### src/rtl/vm_pkg.sv
// vm_pkg: controller state encoding, timer width and the item price table.
package vm_pkg;
  typedef enum logic [2:0] {IDLE, RELOADING, WAIT_KEY1, WAIT_KEY2, CHECK, WAIT_TRAN, VEND_S, DOOR_S} vm_state_t;
  localparam int TMR_W = 8;
  function automatic logic [2:0] vm_price(input logic [7:0] code);
    return code < 8'd4  ? 3'd1 :
           code < 8'd8  ? 3'd2 :
           code < 8'd12 ? 3'd3 :
           code < 8'd16 ? 3'd4 :
           code < 8'd18 ? 3'd5 :
           code < 8'd20 ? 3'd6 : 3'd7;
  endfunction
endpackage

### src/rtl/vm_timer.sv
// vm_timer: loadable down-counter that stops at zero; one instance serves every timed state.
module vm_timer #(
  parameter int W = 8
) (
  input  logic         CLK,
  input  logic         RESET,
  input  logic         load,
  input  logic [W-1:0] load_val,
  input  logic         dec,
  output logic         zero
);
  logic [W-1:0] value;
  always_ff @(posedge CLK or posedge RESET)
    if (RESET) value <= '0;
    else if (load) value <= load_val;
    else if (dec && value != '0) value <= value - W'(1);
  assign zero = value == '0;
endmodule

### src/rtl/vending_machine_param.sv
// vending_machine_param: card-payment vending controller with per-slot stock and timed windows.
// Optional sales counter output SALES_TOTAL is built when VM_SALES_CNT_EN is defined.
module vending_machine_param
  import vm_pkg::*;
#(
  parameter int NUM_ITEMS  = 20,
  parameter int STOCK_W    = 4,
  parameter int RELOAD_QTY = 10,
  parameter int COST_W     = 3,
  parameter int KEY_TMO    = 5,
  parameter int TRAN_TMO   = 5,
  parameter int DOOR_TMO   = 5
) (
  input  logic              CLK,
  input  logic              RESET,
  input  logic              CARD_IN,
  input  logic              RELOAD,
  input  logic              KEY_PRESS,
  input  logic [3:0]        ITEM_CODE,
  input  logic              VALID_TRAN,
  input  logic              DOOR_OPEN,
  output logic              VEND,
  output logic              INVALID_SEL,
  output logic              FAILED_TRAN,
  output logic [COST_W-1:0] COST,
  output logic              BUSY
`ifdef VM_SALES_CNT_EN
  , output logic [15:0]     SALES_TOTAL
`endif
);
  vm_state_t state, state_n;
  logic [STOCK_W-1:0] stock [NUM_ITEMS];
  logic [STOCK_W-1:0] sel_stock;
  logic [3:0] key1, key2;
  logic [7:0] code;
  logic [TMR_W-1:0] tmr_val;
  logic key_q, key_edge, tmo, sel_ok, vend_ev;
  assign key_edge = KEY_PRESS & ~key_q;
  assign code = 8'(key1) * 8'd10 + 8'(key2);
  assign vend_ev = state == WAIT_TRAN && VALID_TRAN;
  always_comb begin
    sel_stock = '0;
    for (int i = 0; i < NUM_ITEMS; i++) if (code == 8'(i)) sel_stock = stock[i];
  end
  assign sel_ok = key1 <= 4'd9 && key2 <= 4'd9 && code < 8'(NUM_ITEMS) && sel_stock != '0;
  // an event always beats a coincident timeout
  always_comb begin
    state_n = state;
    case (state)
      IDLE:      state_n = RELOAD ? RELOADING : CARD_IN ? WAIT_KEY1 : IDLE;
      RELOADING: state_n = RELOAD ? RELOADING : IDLE;
      WAIT_KEY1: state_n = key_edge ? WAIT_KEY2 : tmo ? IDLE : WAIT_KEY1;
      WAIT_KEY2: state_n = key_edge ? CHECK : tmo ? IDLE : WAIT_KEY2;
      CHECK:     state_n = sel_ok ? WAIT_TRAN : IDLE;
      WAIT_TRAN: state_n = VALID_TRAN ? VEND_S : tmo ? IDLE : WAIT_TRAN;
      VEND_S:    state_n = DOOR_OPEN ? DOOR_S : tmo ? IDLE : VEND_S;
      DOOR_S:    state_n = DOOR_OPEN ? DOOR_S : IDLE;
      default:   state_n = IDLE;
    endcase
  end
  assign tmr_val = state_n == WAIT_TRAN ? TMR_W'(TRAN_TMO) :
                   state_n == VEND_S    ? TMR_W'(DOOR_TMO) : TMR_W'(KEY_TMO);
  vm_timer #(.W(TMR_W)) u_timer (
    .CLK      (CLK),
    .RESET    (RESET),
    .load     (state_n != state),
    .load_val (tmr_val),
    .dec      (1'b1),
    .zero     (tmo)
  );
  always_ff @(posedge CLK or posedge RESET)
    if (RESET) begin
      state       <= IDLE;
      key_q       <= 1'b0;
      key1        <= '0;
      key2        <= '0;
      VEND        <= 1'b0;
      INVALID_SEL <= 1'b0;
      FAILED_TRAN <= 1'b0;
      COST        <= '0;
      BUSY        <= 1'b0;
    end else begin
      state       <= state_n;
      key_q       <= KEY_PRESS;
      if (state == WAIT_KEY1 && key_edge) key1 <= ITEM_CODE;
      if (state == WAIT_KEY2 && key_edge) key2 <= ITEM_CODE;
      VEND        <= state_n == VEND_S || state_n == DOOR_S;
      INVALID_SEL <= state == CHECK && !sel_ok;
      FAILED_TRAN <= state == WAIT_TRAN && !VALID_TRAN && tmo;
      COST        <= state == CHECK && sel_ok ? COST_W'(vm_price(code)) : state_n == IDLE ? '0 : COST;
      BUSY        <= state_n != IDLE;
    end
  for (genvar i = 0; i < NUM_ITEMS; i++) begin : g_slot
    always_ff @(posedge CLK or posedge RESET)
      if (RESET) stock[i] <= '0;
      else if (state == RELOADING) stock[i] <= STOCK_W'(RELOAD_QTY);
      else if (vend_ev && code == 8'(i)) stock[i] <= stock[i] - STOCK_W'(1);
  end
`ifdef VM_SALES_CNT_EN
  always_ff @(posedge CLK or posedge RESET)
    if (RESET) SALES_TOTAL <= '0;
    else if (vend_ev && SALES_TOTAL != 16'hFFFF) SALES_TOTAL <= SALES_TOTAL + 16'd1;
`endif
endmodule
### config.mk
export PLATFORM = sky130hd
export DESIGN_NAME = vending_machine_param
export DESIGN_NICKNAME = d
export VERILOG_FILES = /design/src/rtl/vm_pkg.sv /design/src/rtl/vm_timer.sv /design/src/rtl/vending_machine_param.sv
export SDC_FILE = /design/constraint.sdc
export NUM_CORES = 1
export LEC_CHECK = 0
export CORE_ASPECT_RATIO = 1.75
export CORE_MARGIN = 2
export CORE_UTILIZATION = 35
export CTS_BUF_LIST = sky130_fd_sc_hd__clkbuf_8
export DETAILED_ROUTE_END_ITERATION = 8
export PLACE_DENSITY = 0.57
export SYNTH_ARGS = -nofsm -noshare
export SYNTH_HDL_FRONTEND = slang
export SYNTH_SLANG_ARGS = --single-unit
### constraint.sdc
create_clock -name CLK -period 4.6 [get_ports CLK]
set_input_delay 0.92 -clock CLK [delete_from_list [all_inputs] [get_ports CLK]]
set_output_delay 0.92 -clock CLK [all_outputs]
set_load 0.005 [all_outputs]
# --- After elaboration in Yosys (flattened, before gate mapping) ---
# Cells that the tools add are included.
classes:
  n_reduce_logical: 62
  n_bitwise: 2
  div: 0
  mux: 84
  shifts: 0
  n_eq_ne: 29
  n_addsub: 22
  n_mul: 1
  n_lt_le_gt_ge: 8
op_table:
  columns: ["cell", "count"]
  rows:
  - ["two-way mux 4 bit", 60]
  - ["subtractor 4 x 1 -> 4 bit, second input constant", 20]
  - ["equality test 8 x 4 -> 1 bit, second input constant", 8]
  - ["nonzero test 2 bit", 22]
  - ["two-way mux 3 bit", 12]
  - ["equality test 8 x 3 -> 1 bit, second input constant", 4]
  - ["equality test 8 x 5 -> 1 bit, second input constant", 4]
  - ["logical AND 1 bit", 30]
  - ["less-than comparator 8 x 5 -> 1 bit, second input constant", 3]
  - ["case mux 3 bit (8 select lines)", 1]
  - ["equality test 3 bit, second input constant", 6]
  - ["equality test 8 x 2 -> 1 bit, second input constant", 2]
  - ["zero test 8 bit", 2]
  - ["less-than comparator 8 x 4 -> 1 bit, second input constant", 2]
  - ["two-way mux 8 bit", 2]
  - ["two-way mux 2 bit", 7]
  - ["adder 8 x 4 -> 8 bit", 1]
  - ["equality test 8 x 1 -> 1 bit, second input constant", 1]
  - ["<= comparator 4 bit, second input constant", 2]
  - ["less-than comparator 8 x 3 -> 1 bit, second input constant", 1]
  - ["nonzero test 8 bit", 1]
  - ["subtractor 8 x 1 -> 8 bit, second input constant", 1]
  - ["multiplier 4 x 3 -> 7 bit, second input constant", 1]
  - ["equality test 3 x 2 -> 1 bit, second input constant", 2]
  - ["10 further kinds", 13]
word_totals:
  memories: 0
  mem_bits_rw: 0
  rom_bits: 0
  elab_cells: 238
  ff_bits: 107
  in_bits: 11
  out_inout_bits: 7
  latchBits: 0

# --- Logic depth before layout (Yosys ltp) ---
logic_depth:
  word_depth: 30
  mapped_depth: 12
  depth_no_buf: 11

# --- Cells and area by module ---
# From an unflattened synthesis, not the netlist that was laid out.
unflattened:
  cells_unflattened: 685
  hier_area_um2: 6373.6
by_module_without_submodules:
  columns: ["module", "n_inst", "cells_per_inst", "area_per_inst_um2"]
  rows:
  - ["vending_machine_param", 1, 632, 5878.1]
  - ["vm_timer", 1, 53, 495.5]

# --- Worst setup path after synthesis ---
# Ideal clock, no wire load.
synth_path:
  kind: "reg-to-reg"
  startpoint: "register key1[1]"
  endpoint: "register stock[15] (netlist bit)"
  stages_incl_launch_ff: 12
  path_slack_ns: 1.282
  arrival_time_ns: 3.184
  n_path_buf: 0
  setup_ns: 0.134
  cell_sequence: "dfrtp_1 > ha_1 > ha_1 > fa_1 > and4b_1 > o21ai_0 > or3_1 > a2111o_1 > or3_1 > nor2_1 > xnor2_1 > nand2_1"
synth_via:
  elab_chain_len: 5
synth_rtl:
  columns: ["element", "line_no", "text"]
  rows:
  - ["start, declared", "vending_machine_param.sv:34", "logic [3:0] key1, key2;"]
  - ["start signal, assigned", "vending_machine_param.sv:75", "key1 <= '0;"]
  - ["start signal, assigned", "vending_machine_param.sv:85", "if (state == WAIT_KEY1 && key_edge) key1 <= ITEM_CODE;"]
  - ["multiplier 4 x 3 -> 7 bit", "vending_machine_param.sv:39", "assign code = 8'(key1) * 8'd10 + 8'(key2);"]
  - ["adder 8 x 4 -> 8 bit", "vending_machine_param.sv:39", null]
  - ["equality test 8 x 5 -> 1 bit", "vending_machine_param.sv:97", "else if (vend_ev && code == 8'(i)) stock[i] <= stock[i] - STOCK_W'(1);"]
  - ["logical AND 1 bit", "vending_machine_param.sv:97", null]
  - ["nonzero test 2 bit (no line)", null, null]
  - ["end signal, assigned by index", "vending_machine_param.sv:96", "else if (state == RELOADING) stock[i] <= STOCK_W'(RELOAD_QTY);"]
  - ["end signal, assigned by index", "vending_machine_param.sv:97", null]
  - ["end, declared", "vending_machine_param.sv:32", "logic [STOCK_W-1:0] stock [NUM_ITEMS];"]
# No other way between the ends.
# A chain may end at the register's enable or synchronous reset.

# --- Worst setup path in the final report ---
layout_path:
  startpoint: "register key1[1]"
  endpoint: "register stock[0] (netlist bit)"
# Same word-level chain as after synthesis.

==> impl_metrics.toml <==
[status]
outcome = "complete, no violations"

[route]
vias = 5211
drt_first_pass_iters = 5
drc = 0
first_iter_violations = 389
ant_nets = 0
wl_per_cell_um = 17.9
finalWirelength_mm = 16.8
viasPerCell = 5.58

[floorplan]
fp.dieArea_um2 = 19300
fp-row-count = 65
coreArea_um2 = 17900
start_util = 0.355
io_pins = 18
die_y_um = 182
fp.dieW_um = 106

[synthesis]
ys_ff_latch = 107
synthAdderAreaFrac = 0.0635
synthSimpleGateAreaFrac = 0.196
synth_mux_area_frac = 0.0327
synth_edf_count = 0
synth_top_family_by_area = "simple AND/OR/NAND/NOR gates"
synth_nets = 731
netlist_instances = 689
async_flop_share = 1.00
yosys_warnings = 0
synth-compound-area-share = 0.138
netlist_area_um2 = 6350
avgSynthCellArea_um2 = 9.21
synth_flop_cell = "dfrtp_1"
synthXorXnorAreaFrac = 0.0952
ys_seq_area_frac = 0.422
synth.distinct_cells = 66

[place]
dp.cells = 918
placement.io_buffers = 17
gp_congestion = 0.899
dp_hpwl_mm = 12.1

[job]
cap_violations = 0

[power]
leakage_nw = 2.96
power_density_nw_per_um2 = 655
peakVddDrop_mv = 0.383

[min_path]
hold_path_depth = 2
worst_hold_path_type = "flop to flop"

[sta]
maxSlewHeadroom = 0.200
setup_viol = 0
drv_slew = 0
fmaxAchievable_mhz = 253
holdWs_ps = 518
fin_tns_setup_ps = 0
fin_crit_sh = 0.860
worst_pin_slew_ps = 1190
hold_violations = 0
skew_ps = 13.3
min_period_ps = 3960
rsz0062_at_grt = "no"

[global_routing]
grt_max_degree = 55
grt.overflow.total = 0
antenna_found_initial = 0
grt_pass1_vias = 5460
grtUsageTotal = 0.180
grt_pass1_wl_mm = 27.5

[clock_tree]
insertion_delay_ps = 390
cts_made_buffers = 9
cts_root_buf = "clkbuf_8"
cts.sinks = 107
htreeDepth = 3
cts_tree = "done"
hold_buffers = 0
cts_buffer_depth = 2
cts_resized = 0
clk_pin_slew_ps = 110
cts_setup_buffers = 0

[final_layout]
layout_common_cells = "107 x dfrtp_1, 74 x nor2_1, 68 x nand2_1"
final_nets = 737
area_growth_pct = 9.86
antenna_cells = 0
utilization = 0.390
layout-drive-gt1-share = 0.0714
final_common_cell = "dfrtp_1"
instances_no_fill = 934

[setup_path]
crit_path_max_fanout = 5
worstPathRequired_ps = 4870
endpoint_kind = "flop"
criticalPathCategory = "flop to flop"
cp-start-kind = "flop"
cp.arrival_ps = 4220
reg2reg_depth = 12
==> worst paths after layout <==
check,startpoint,endpoint,slack (ps)
min reg2reg,COST[1],COST[1],520
min in group asynchronous,RESET,stock[0],980
max,key1[1],stock[0],640
min,COST[1],COST[1],520
max in group asynchronous,RESET,stock[32],2870
max reg2reg,key1[1],stock[0],640
==> critical path, cell delays in order (launching register included) <==
cell and delay (ps):
dfrtp_1 430, ha_1 310, ha_1 230, fa_1 550, and4b_1 200, o21ai_0 120, nor3_2 240, nor2_1 150
nor4_1 1010, buf_4 270, nand3_1 130, xnor2_1 170, nor2_1 50
==> sequential cells by signal (all words and copies together), names as in the netlist <==
signal         flops
stock             80
u_timer.value      8
key1               4
key2               4
COST               3
state              3
BUSY               1
FAILED_TRAN        1
INVALID_SEL        1
VEND               1
key_q              1
==> Yosys cell counts, types with 3 or more instances <==
cell type,n,area share
dfrtp_1,107,0.42
nor2_1,74,0.044
nand2_1,68,0.040
inv_1,51,0.030
xnor2_1,42,0.058
clkbuf_1,31,0.018
nand3_1,30,0.024
ha_1,29,0.057
xor2_1,27,0.037
o211ai_1,23,0.027
nor4_1,17,0.017
nand4_1,16,0.016
a21oi_1,15,0.012
o21ai_0,14,0.011
nor3_1,12,0.0095
mux2_2,8,0.014
a31oi_1,6,0.0059
and2_1,6,0.0059
nand2b_1,6,0.0059
o22ai_1,6,0.0059
or3_1,6,0.0059
mux2i_1,5,0.0079
a21boi_0,4,0.0047
a22oi_1,4,0.0047
nor2b_1,4,0.0039
nor3b_1,4,0.0047
o21ai_1,4,0.0032
o31ai_1,4,0.0047
a21o_1,3,0.0035
and3_1,3,0.0030
buf_2,3,0.0024
mux4_2,3,0.011
nand3b_1,3,0.0035
o2111ai_1,3,0.0041
or4_1,3,0.0035
==> where the power goes <==
group / total, mW / leakage, nW / switching [mW] / internal (mW)
Sequential: 1.16 / 1.25 / 0.133 / 1.02
Clock: 0.574 / 0.0990 / 0.366 / 0.208
Combinational: 2.84 / 1.61 / 1.88 / 0.961
Total: 4.57 / 2.96 / 2.37 / 2.19
==> cell type report <==
type	count	area (um2)
Tap cell	234	293
Clock inverter	7	61.3
Clock buffer	9	124
Sequential cell	107	2680
Fill cell	1817	10900
Inverter	52	198
Multi-Input combinational cell	495	3340
Timing Repair Buffer	30	280
==> per-layer routing <==
metal | vias to the layer above | share of wire | global-route usage
li1 | 2428 | - | -
met1 | 2616 | 0.38 | 0.190
met2 | 119 | 0.54 | 0.338
met3 | 48 | 0.026 | 0.0229
met4 | 0 | 0.052 | 0.102
met5 | - | 0 | 0
==> stage by stage <==
step	area [um2]	setup WS (ps)	total power, mW
after floorplan	6350	863	3.19
after global placement	6790	786	3.92
after detailed placement	6790	762	3.97
after CTS	6970	732	4.55
after global routing	6970	435	4.87
final	6970	645	4.57
==> cell families (layout without fill, tap and decap cells) <==
logic type,Yosys count,after routing
multiplexers,16,16
adder cells (fa/ha/maj),31,31
XOR/XNOR,69,69
flip-flops,107,107
AND/OR/NAND/NOR,259,259
AO/OA/AOI/OAI,120,120
buffers and inverters,87,98
Power figures use the tool's default switching activity.
